--- src/rtl/rr_mux_arbiter.sv ---
// Round-robin arbiter owning an 8:1 data mux and presenting the granted
// requester's data on a single valid/ready channel, with per-grant burst cap.

module mux_8_1 #(
    parameter int unsigned N = 32
) (
    input  logic [7:0][N-1:0] in_data,
    input  logic [2:0]        sel,
    output logic [N-1:0]      out_data
);
    assign out_data = in_data[sel];
endmodule

module rr_mux_arbiter #(
    parameter int unsigned N         = 32,
    parameter int unsigned MAX_BURST = 4
) (
    input  logic              clk,
    input  logic              rst_n,
    input  logic [7:0]        req,
    input  logic [7:0][N-1:0] in_data,
    output logic [7:0]        grant,
    output logic [2:0]        select,
    output logic [N-1:0]      out_data,
    output logic              out_valid,
    input  logic              out_ready,
    output logic [7:0]        ack
);
    localparam int unsigned CNT_W      = 4;
    localparam logic [CNT_W-1:0] BURST_LAST = CNT_W'(MAX_BURST - 1);

    typedef enum logic {IDLE, BUSY} state_t;

    state_t           state_q, state_d;
    logic [7:0]       grant_d;
    logic [2:0]       select_d;
    logic [2:0]       last_owner, last_d;
    logic [CNT_W-1:0] burst_cnt, burst_d;

    logic [7:0] owner_oh;
    logic [7:0] others;
    logic       xfer;
    logic [2:0] pick_idle, pick_rel, pick_oth;

    // First set bit of mask scanning cyclically from last+1; last itself is lowest priority.
    function automatic logic [2:0] rr_pick(input logic [7:0] mask, input logic [2:0] last);
        logic [2:0] idx;
        rr_pick = last;
        for (int k = 8; k >= 1; k--) begin
            idx = last + 3'(k);
            if (mask[idx]) rr_pick = idx;
        end
    endfunction

    mux_8_1 #(.N(N)) u_mux (
        .in_data  (in_data),
        .sel      (select),
        .out_data (out_data)
    );

    assign out_valid = |(grant & req);
    assign ack       = grant & req & {8{out_valid & out_ready}};
    assign xfer      = out_valid & out_ready;
    assign owner_oh  = 8'(1) << select;
    assign others    = req & ~owner_oh;
    assign pick_idle = rr_pick(req, last_owner);
    assign pick_rel  = rr_pick(req, select);
    assign pick_oth  = rr_pick(others, select);

    always_ff @(posedge clk or negedge rst_n) begin
        if (!rst_n) begin
            state_q    <= IDLE;
            grant      <= '0;
            select     <= '0;
            last_owner <= 3'd7;
            burst_cnt  <= '0;
        end else begin
            state_q    <= state_d;
            grant      <= grant_d;
            select     <= select_d;
            last_owner <= last_d;
            burst_cnt  <= burst_d;
        end
    end

    always_comb begin
        state_d  = state_q;
        grant_d  = grant;
        select_d = select;
        last_d   = last_owner;
        burst_d  = burst_cnt;
        case (state_q)
            IDLE: begin
                if (|req) begin
                    grant_d  = 8'(1) << pick_idle;
                    select_d = pick_idle;
                    burst_d  = '0;
                    state_d  = BUSY;
                end
            end
            BUSY: begin
                if (!req[select]) begin
                    // Owner withdrew: hand over in the same edge, no idle bubble.
                    last_d  = select;
                    burst_d = '0;
                    if (|req) begin
                        grant_d  = 8'(1) << pick_rel;
                        select_d = pick_rel;
                    end else begin
                        grant_d = '0;
                        state_d = IDLE;
                    end
                end else if (xfer) begin
                    if (burst_cnt == BURST_LAST) begin
                        burst_d = '0;
                        if (|others) begin
                            last_d   = select;
                            grant_d  = 8'(1) << pick_oth;
                            select_d = pick_oth;
                        end
                    end else begin
                        burst_d = burst_cnt + CNT_W'(1);
                    end
                end
            end
            default: state_d = IDLE;
        endcase
    end
endmodule

--- config.mk ---
export PLATFORM = sky130hd
export DESIGN_NAME = rr_mux_arbiter
export DESIGN_NICKNAME = d
export VERILOG_FILES = /design/src/rtl/rr_mux_arbiter.sv
export SDC_FILE = /design/constraint.sdc
export NUM_CORES = 1
export LEC_CHECK = 0
export BUFFER_PORTS_ARGS = -buffer_cell sky130_fd_sc_hd__buf_2
export CORE_ASPECT_RATIO = 0.5
export CORE_MARGIN = 4
export CORE_UTILIZATION = 43
export CTS_CLUSTER_DIAMETER = 80
export CTS_CLUSTER_SIZE = 12
export DETAILED_ROUTE_END_ITERATION = 8
export PLACE_DENSITY_LB_ADDON = 0.2
export SLEW_MARGIN = 20
export SYNTH_ARGS = -nofsm -noshare
export SYNTH_HDL_FRONTEND = slang
export SYNTH_SLANG_ARGS = --single-unit
--- constraint.sdc ---
create_clock -name clk -period 5.35 [get_ports clk]
set_input_delay 0.2675 -clock clk [delete_from_list [all_inputs] [get_ports clk]]
set_output_delay 0.2675 -clock clk [all_outputs]
set_load 0.005 [all_outputs]
Word-level counts from Yosys, hierarchy flattened
Cells that the tools add are included.
{ "totals": {"regBits": 19, "input_bits": 267, "out_inout_bits": 52, "wordCells": 154} }
{ "classes": {"addsub": 15, "order_cmp": 15, "n_eq_ne": 9, "shifts": 4, "mux": 93, "bitwise_logic": 6, "reduce_logical": 7} }
{ "ops": {"columns": ["op", "count"], "rows": [
  ["32-bit binary-select mux with 3-bit select", 1],
  ["3-bit two-way mux", 31],
  ["1-bit binary-select mux with 3-bit select", 22],
  ["3-bit by 4-bit < comparator with 1-bit output (second input constant)", 15],
  ["8-bit two-way mux", 6],
  ["32-bit two-way mux", 1],
  ["1-bit by 3-bit left shift with 8-bit output (first input constant)", 4],
  ["3-bit adder (second input constant)", 8],
  ["8-bit bitwise AND", 3],
  ["1-bit two-way mux", 24],
  ["8-bit OR reduction", 3],
  ["4-bit two-way mux", 4],
  ["8-bit one-hot mux with 2 select lines", 1],
  ["3-bit by 2-bit adder with 3-bit output (second input constant)", 4],
  ["8-bit NOT", 1],
  ["4-bit one-hot mux with 2 select lines", 1],
  ["4-bit AND reduction", 2],
  ["3-bit by 1-bit adder with 3-bit output (second input constant)", 2],
  ["3-bit by 2-bit inequality test with 1-bit output (second input constant)", 2],
  ["3-bit one-hot mux with 2 select lines", 1],
  ["5-bit AND reduction", 1],
  ["4-bit by 1-bit adder with 4-bit output (second input constant)", 1],
  ["4-bit by 2-bit equality test with 1-bit output (second input constant)", 1],
  ["2-bit by 1-bit inequality test with 1-bit output (second input constant)", 2],
  ["7 further kinds", 8]
]} }

Depth between registers and ports, before layout
Gate-level depths: netlist of the first run.
{ "depth": {"word_depth": 18, "ltp_mapped": 17, "ltp_nobuf": 11} }

By module
Synthesis of the first run repeated with hierarchy kept, for this count alone.
{ "unflattened": {"cells_unflattened": 520, "hier_area_um2": 5537.8} }
{ "by_module_without_submodules": {"columns": ["module", "n_inst", "cells_per_inst", "area_per_inst_um2", "seq_area_each_um2"], "rows": [
  ["rr_mux_arbiter", 1, 406, 3464.6, 479.2],
  ["mux_8_1", 1, 114, 2073.2, 0.0]
]} }

Worst setup path before layout of the first run
OpenSTA, ideal clock, no wires.
{ "synth_path": {"path_kind": "register to register", "from": "reg select[1]", "to": "reg select[1]", "setup_ns": 0.138, "t_arrival_ns": 3.919, "required_time_ns": 5.212, "slack_ns": 1.293, "path_stages_with_launch": 14, "path_buffers": 3, "synth_period_minus_slack_ns": 4.057, "path_cell_list": "dfrtp_1 -> clkbuf_1 -> clkbuf_1 -> clkinv_1 -> clkbuf_1 -> ha_1 -> xor2_1 -> mux4_2 -> a221o_1 -> a221oi_2 -> o21ai_2 -> mux2_2 -> mux2i_1 -> a21oi_1"} }
{ "synth_via": {"elab_chain_len": 17, "elab_cells_between_ends": 66, "cone_classes": "7 x add/sub; 4 x eq/ne; 1 x shift; 50 x mux; 2 x bitwise; 2 x reduce/logical"} }
{ "synth_lines": {"columns": ["element", "line_no", "rtl"], "rows": [
  ["start: declaration", "23", "output logic [2:0] select,"],
  ["start signal: assignment", "80", "select <= select_d;"],
  ["branches (longest 17 deep; another with 3-bit adder)", null, null]
]} }
Several ways; the timed one is not identified. The select of a mux whose other input is x is not followed.
A chain may end at the register's enable or synchronous reset.

Worst setup path after layout of the first run
{ "layout_path": {"from": "reg select[0]", "to": "reg grant[1]"} }
{ "layout_via": {"elab_chain_len": 18, "elab_cells_between_ends": 67, "cone_classes": "7 x add/sub; 3 x eq/ne; 3 x shift; 50 x mux; 2 x bitwise; 2 x reduce/logical"} }
{ "layout_lines": {"columns": ["element", "line_no", "rtl"], "rows": [
  ["branches (longest 18 deep; another with 3-bit adder)", null, null],
  ["end signal: assignment", "79", "grant <= grant_d;"],
  ["end: declaration", "22", "output logic [7:0] grant,"]
]} }
Several ways; the timed one is not identified. The select of a mux whose other input is x is not followed.

==> impl_metrics.csv, run 1 <==
group,metric,value,unit
logic_synthesis,yosys.area.top_type,"sky130_fd_sc_hd__mux4_2",
sta,worst_slew_pin_slew,1.13,ns
clock_tree,htreeDepth,1,
logic_synthesis,postSynthCellCount,626,
logic_synthesis,post_synth_edffs,0,
logic_synthesis,post_synth_fa_ha_maj_area_fraction,2.07,%
power_and_ir_drop,power.leakage,3.36,nW
logic_synthesis,synth_top_area_share,34.0,%
die,die_h,87.5,um
clock_tree,clock_latency,0.26,ns
layout,fillers,1124,
global_route,grt_antenna_before_repair,12,
setup_path,timing.critical_path.cells,"inv_2 > ha_1 > mux4_2 > mux2i_1 > or3_1 > o311ai_0 > o2111ai_1 > o211ai_1 > or3_1 > a2bb2oi_1 > o22ai_1",
sta,fmaxAchievable,0.241,GHz
route,detail_route_antenna_nets,0,
global_route,global_route.usage.total,32.9,%
global_route,grt_pass1_wl,37800,um
logic_synthesis,syn_nets,902,
die,die_w,167,um
clock_tree,clock_tree_from_tritoncts,"yes",
layout,nets,1182,
die,core,12100,um^2
sta,fin_worst_skew,0.00508,ns
power_and_ir_drop,power-per-cell-area,742,nW/um^2
route,average_routed_wire_per_standard_cell,23.9,um
place,dpl_worst_slack,1.29,ns
sta,grt_setup_unrepaired,"false",
sta,worst_slack,1.20,ns
setup_path,critPathRequiredTime,5.52,ns
outcome,run_status,"finished, final reports clean",
clock_tree,clock_transition_time_at_the_flip_flop_clock_pins_of_the_worst_setup_and_hold_paths,0.06,ns
logic_synthesis,ys_ff_latch,19,
route,finalWirelength,25600,um
layout,num_antenna_cells,0,
die,start_util,45.0,%
setup_path,cp_data_arrival_time,4.32,ns
setup_path,crit_path_top_delay_cell,"sky130_fd_sc_hd__dfrtp_4",
logic_synthesis,synth_xor_xnor_area_share,1.59,%
sta,whs,0.492,ns
setup_path,cp-end-kind,"flop",
logic_synthesis,post-synth-top-count-cell,"sky130_fd_sc_hd__nand2_1",
logic_synthesis,synth_commonest_cells,"145 x sky130_fd_sc_hd__nand2_1, 82 x sky130_fd_sc_hd__mux4_2, 31 x sky130_fd_sc_hd__clkbuf_1, 31 x sky130_fd_sc_hd__nor2_1, 18 x sky130_fd_sc_hd__a22oi_1",
global_route,globalRouteOverflowTotal,0,
setup_path,timing.critical_path.slowest_cell_delay,0.84,ns
logic_synthesis,synth-seq-area-share,8.81,%
logic_synthesis,post_synth_main_area_contributors,"sky130_fd_sc_hd__mux4_2 34%, sky130_fd_sc_hd__nand2_1 10%, sky130_fd_sc_hd__dfrtp_1 7.4%",
clock_tree,post_cts_resized,0,
sta,slew_headroom,25.0,%
clock_tree,cts-buffers-inserted,3,
place,port-buffer-count,318,
route,detailedRoute.firstPassIterationCount,7,
die,rows,28,
route,vias_cell,6.37,
clock_tree,clock_sink_count,19,
route,vias,6820,
global_route,vias_in_the_first_global_route,6545,
logic_synthesis,synth.lib_cells_used.distinct,71,
die,die_outline_area,14600,um^2
sta,setup-tns-final,0,ns
layout,area_growth_syn_to_layout,31.4,%
die,ioPinCount,319,
setup_path,crit_path_frequent_cell,"sky130_fd_sc_hd__or3_1",
route,drt-initial-drc-count,713,
sta,setup_violations,0,
flow_run,timing.max_cap.violations,0,
logic_synthesis,yosys.area_share.simple,22.7,%
setup_path,setup.worst_path.class,"flop to flop",
sta,fin_crit_sh,77.6,%
setup_path,critical_path.startpoint_type,"flop",
logic_synthesis,synth_mux_area_share,38.6,%
setup_path,crit_path_max_fanout,44,
logic_synthesis,syn-cell-area,5440,um^2
sta,maxSlewViolCount,0,
hold_path,min-delay-path-class,"input pin to asynchronous set/reset pin",
place,detailed_place_hpwl,20700,um
route,drc,0,
power_and_ir_drop,peakVddDrop,471,uV
clock_tree,cts-root-buf,"sky130_fd_sc_hd__clkbuf_16",
logic_synthesis,asyncSetResetFlopFracSynth,100,%
logic_synthesis,synth-warning-count,0,
logic_synthesis,share_of_the_synthesized_area_in_compound_gates_ao_oa_aoi_oai,20.7,%
sta,finalHoldViolCount,0,
logic_synthesis,syn_area_per_cell,8.69,um^2
clock_tree,clk_path_buf_depth,2,
place,place_congestion,0.976,
logic_synthesis,ys_dominant_reg_cell,"sky130_fd_sc_hd__dfrtp_1",
sta,period_needed,4.15,ns
logic_synthesis,synth_top_family_by_area,"multiplexers",
layout,share_of_post_route_cells_with_drive_strength_above_1,48.6,%
global_route,grt_start_max_net_pins,90,
[area by class of cell]
cell class                      count  area (um^2)  area share [%]
Multi-Input combinational cell    540         4660            65.2
Sequential cell                    19          488            6.83
Tap cell                          165          206            2.89
Timing Repair Buffer              326         1650            23.1
Inverter                           16         60.1           0.840
Clock buffer                        4         78.8            1.10
[sequential cells by signal (all words and copies together), names as in the netlist]
| name | cells |
|---|---|
| last_owner | 3 |
| state_q | 1 |
| burst_cnt | 4 |
| grant | 8 |
| select | 3 |
[worst max-delay path: cells and delay by family (launching register included)]
family,cells,cell delay (ns)
AO/OA/AOI/OAI,5,0.87
multiplexers,2,0.79
buffers and inverters,1,0.27
flip-flops,1,0.84
adder cells (fa/ha/maj),1,0.66
AND/OR/NAND/NOR,2,0.62
[logic make-up (layout without fill, tap and decap cells)]
| kind of cell | after synthesis | in the layout |
|---|---|---|
| AOI/OAI and AO/OA | 149 | 149 |
| and+or+nand+nor | 267 | 267 |
| DFF | 19 | 19 |
| adders and majority gates | 9 | 9 |
| xor gates and xnor gates | 9 | 9 |
| buffers and inverters | 67 | 346 |
| muxes | 106 | 106 |
[routing by layer]
metal | GRT usage [%] | routed length [um]
met1 | 43.8 | 9890
met2 | 51.0 | 11600
met3 | 15.0 | 3640
met4 | 4.75 | 343
met5 | 0 | 136
[report_power, final]
group,switching [mW],internal (mW)
registers,0.292,0.218
clock network,0.0584,0.102
logic,2.58,2.05
total,2.93,2.37
[through the flow]
step | instance area [um^2] | std cells | utilization (%) | power, mW
CTS | 7150 | 1070 | 59.1 | 5.20
global placement | 7060 | 1065 | 58.4 | 4.97
global route | 7150 | 1070 | 59.1 | 5.71
finish | 7150 | 1070 | 59.1 | 5.30
floorplan | 5440 | 626 | - | 3.87
detailed placement | 7060 | 1065 | 58.4 | 5.02
[layout by cell type (no fill, tap or decap), types with 8 or more instances in the layout]
cell type / Yosys / routed
sky130_fd_sc_hd__dfrtp_1: 16 / 13
sky130_fd_sc_hd__nand2b_1: 12 / 12
sky130_fd_sc_hd__a31oi_1: 9 / 9
sky130_fd_sc_hd__and3_1: 14 / 14
sky130_fd_sc_hd__and2_1: 8 / 8
sky130_fd_sc_hd__ha_1: 9 / 9
sky130_fd_sc_hd__nand3_1: 8 / 8
sky130_fd_sc_hd__mux2_2: 9 / 9
sky130_fd_sc_hd__nor2b_1: 13 / 13
sky130_fd_sc_hd__o22ai_1: 14 / 14
sky130_fd_sc_hd__o21ai_0: 14 / 14
sky130_fd_sc_hd__nand4_1: 12 / 12
sky130_fd_sc_hd__mux2i_1: 15 / 15
sky130_fd_sc_hd__inv_1: 13 / 13
sky130_fd_sc_hd__buf_2: 6 / 318
sky130_fd_sc_hd__nor2_1: 31 / 31
sky130_fd_sc_hd__a21oi_1: 12 / 12
sky130_fd_sc_hd__a22oi_1: 18 / 18
sky130_fd_sc_hd__nand2_1: 145 / 145
sky130_fd_sc_hd__mux4_2: 82 / 82
[what timing repair did]
item	4_1_cts	5_1_grt
hold buffers	1	0
endpoints found under the hold margin	16	0
buffers inserted	0	0
[final timing paths]
| kind | startpoint | endpoint | slack, ns | cells past startpoint |
|---|---|---|---|---|
| max | select[0] | grant[1] | 1.20 | 11 |
| min | rst_n | burst_cnt[3] | 0.49 | 2 |
| max reg2reg | select[0] | grant[1] | 1.20 | 11 |
| min reg2reg | burst_cnt[3] | burst_cnt[3] | 0.52 | 1 |
| max in group asynchronous | rst_n | select[0] | 4.51 | 2 |
| min in group clk | burst_cnt[3] | burst_cnt[3] | 0.52 | 1 |
Note: power is estimated with default switching activity, not from simulation.
==> run 2: changes to the inputs <==
Settings changed: CORE_UTILIZATION 43 to 41.
Clock period 5.35 ns to 3.36 ns, I/O delays scaled along.
==> run 2 against run 1 <==
Non-clock buffer count grew 50. Total power grew 83%. Clock power grew 59%. Cell area grew 7.1%. Sequential share of layout area shrank 0.45 points.
==> impl_metrics.csv, run 2 (same netlist as run 1, synthesis figures left out) <==
group,metric,value,unit
power_and_ir_drop,peakVddDrop,627,uV
layout,largest_registers,"grant (8), burst_cnt (4)",
sta,period_needed,3.23,ns
sta,setup-tns-final,0,ns
sta,worst_slew_pin_slew,0.763,ns
layout,nets,1232,
layout,share_of_post_route_cells_with_drive_strength_above_1,53.6,%
layout,final_cell_mix,"318 x sky130_fd_sc_hd__buf_2, 144 x sky130_fd_sc_hd__nand2_1, 82 x sky130_fd_sc_hd__mux4_2",
global_route,grt_pass1_wl,39000,um
die,die_h,89.4,um
hold_path,min-delay-path-class,"input pin to asynchronous set/reset pin",
route,drt-initial-drc-count,826,
sta,fmaxAchievable,0.310,GHz
die,ioPinCount,319,
route,vias,7098,
sta,maxSlewViolCount,0,
layout,fillers,1161,
sta,finalHoldViolCount,0,
route,finalWirelength,27500,um
power_and_ir_drop,power.leakage,3.63,nW
setup_path,cp_data_arrival_time,3.34,ns
flow_run,timing.max_cap.violations,0,
sta,fin_worst_skew,0.00703,ns
layout,final_common_cell,"sky130_fd_sc_hd__buf_2",
route,drc,0,
die,start_util,42.5,%
clock_tree,clock_sink_count,19,
global_route,global_route.usage.total,33.6,%
sta,setup_violations,0,
clock_tree,htreeDepth,1,
route,vias_cell,6.28,
setup_path,crit_path_max_fanout,26,
clock_tree,clock_tree_from_tritoncts,"yes",
clock_tree,clk_path_buf_depth,2,
power_and_ir_drop,internal_power,4.54,mW
power_and_ir_drop,report.power.total,9.71,mW
die,die_outline_area,15300,um^2
global_route,grt_antenna_before_repair,8,
die,rows,29,
clock_tree,cts-root-buf,"sky130_fd_sc_hd__clkbuf_16",
route,average_routed_wire_per_standard_cell,24.4,um
clock_tree,clock_latency,0.26,ns
setup_path,critPathRequiredTime,3.47,ns
sta,fin_crit_sh,96.1,%
route,detail_route_antenna_nets,0,
clock_tree,clock_transition_time_at_the_flip_flop_clock_pins_of_the_worst_setup_and_hold_paths,0.06,ns
layout,postLayoutCoreUtil,59.7,%
global_route,globalRouteOverflowTotal,0,
setup_path,critical_path.startpoint_type,"flop",
clock_tree,cts-buffers-inserted,3,
setup_path,ff2ff_setup_slack,0.13,ns
sta,whs,0.393,ns
sta,slew_headroom,49.1,%
layout,largest_reg_flops,8,
place,port-buffer-count,318,
power_and_ir_drop,p_sw,5.16,mW
power_and_ir_drop,power-per-cell-area,1270,nW/um^2
setup_path,worst-r2r-cell-count,11,
setup_path,cp-end-kind,"flop",
route,detailedRoute.firstPassIterationCount,7,
die,die_w,171,um
setup_path,setup.worst_path.class,"flop to flop",
die,core,12800,um^2
global_route,grt_start_max_net_pins,45,
outcome,run_status,"finished, final reports clean",
power_and_ir_drop,power.clock.fraction,2.6,%
power_and_ir_drop,swShare,53.2,%
layout,area_growth_syn_to_layout,40.7,%
power_and_ir_drop,pwr-share-comb,92.2,%
place,dpl_worst_slack,0.124,ns
global_route,vias_in_the_first_global_route,6564,
layout,top_register,"grant",
power_and_ir_drop,pwr-share-seq,5.2,%
sta,worst_slack,0.130,ns
place,place_congestion,1.01,
place,detailed_place_hpwl,22700,um
==> run 2: cell count changes in the layout (fill, tap and decap cells not counted), moves of 5 or more <==
cell and change:
sky130_fd_sc_hd__nor2b_1 -5, sky130_fd_sc_hd__diode_2 +6, sky130_fd_sc_hd__buf_4 +48, sky130_fd_sc_hd__nor2b_2 +5
==> run 2: worst paths after layout <==
path | start | endpoint
min in group clk | req[7] | state_q
min | rst_n | burst_cnt[3]
max in group asynchronous | rst_n | select[0]
min reg2reg | burst_cnt[3] | burst_cnt[3]
max | select[0] | grant[7]
max reg2reg | select[0] | grant[7]
==> run 2: metal layers <==
layer  GRT usage [%]  wire length, um
met5            4.97              122
met4            7.05              358
met3            20.0             4580
met2            49.6            12200
met1            42.5            10300
==> run 2: cell type report <==
type                    count  area [um^2]  share of cell area (%)
inverters                  16         65.1                   0.850
clock buffers               3         75.1                   0.981
multi-input cells         540         4740                    62.0
flip-flops and latches     19          488                    6.38
well taps                 170          213                    2.78
repair buffers            376         2050                    26.7
diodes                      6         15.0                   0.196
clock inverters             1         5.00                  0.0654
==> run 2: through the flow <==
step / instance area, um^2 / instances
3_3_place_gp: 7450 / 1118
5_1_grt: 7650 / 1131
3_5_place_dp: 7450 / 1118
6_report: 7650 / 1131
4_1_cts: 7540 / 1123
2_1_floorplan: 5470 / 626
==> run 2: repair_timing <==
item,in CTS,in global routing
hold buffers,1,0
resized for setup,0,21
buffers inserted,0,2
endpoints found under the hold margin,16,0
endpoints found under the setup margin,0,10
==> run 2: power groups by stage <==
stage               sequential (mW)  combinational, mW  clock (mW)
floorplan                     0.420               5.78           0
global placement              0.493               8.40           0
detailed placement            0.494               8.43           0
CTS                           0.492               8.46       0.254
global route                  0.520               9.55       0.264
finish                        0.504               8.95       0.255
==> run 2: worst max-delay path: stages (launching register included) <==
cell	delay [ns]
sky130_fd_sc_hd__dfrtp_4	0.45
sky130_fd_sc_hd__buf_12	0.19
sky130_fd_sc_hd__ha_1	0.26
sky130_fd_sc_hd__nand2b_4	0.09
sky130_fd_sc_hd__a22o_1	0.32
sky130_fd_sc_hd__mux4_2	0.51
sky130_fd_sc_hd__o311ai_1	0.31
sky130_fd_sc_hd__a32oi_1	0.24
sky130_fd_sc_hd__o21ai_1	0.26
sky130_fd_sc_hd__inv_1	0.09
sky130_fd_sc_hd__a32oi_1	0.22
sky130_fd_sc_hd__o221ai_1	0.13
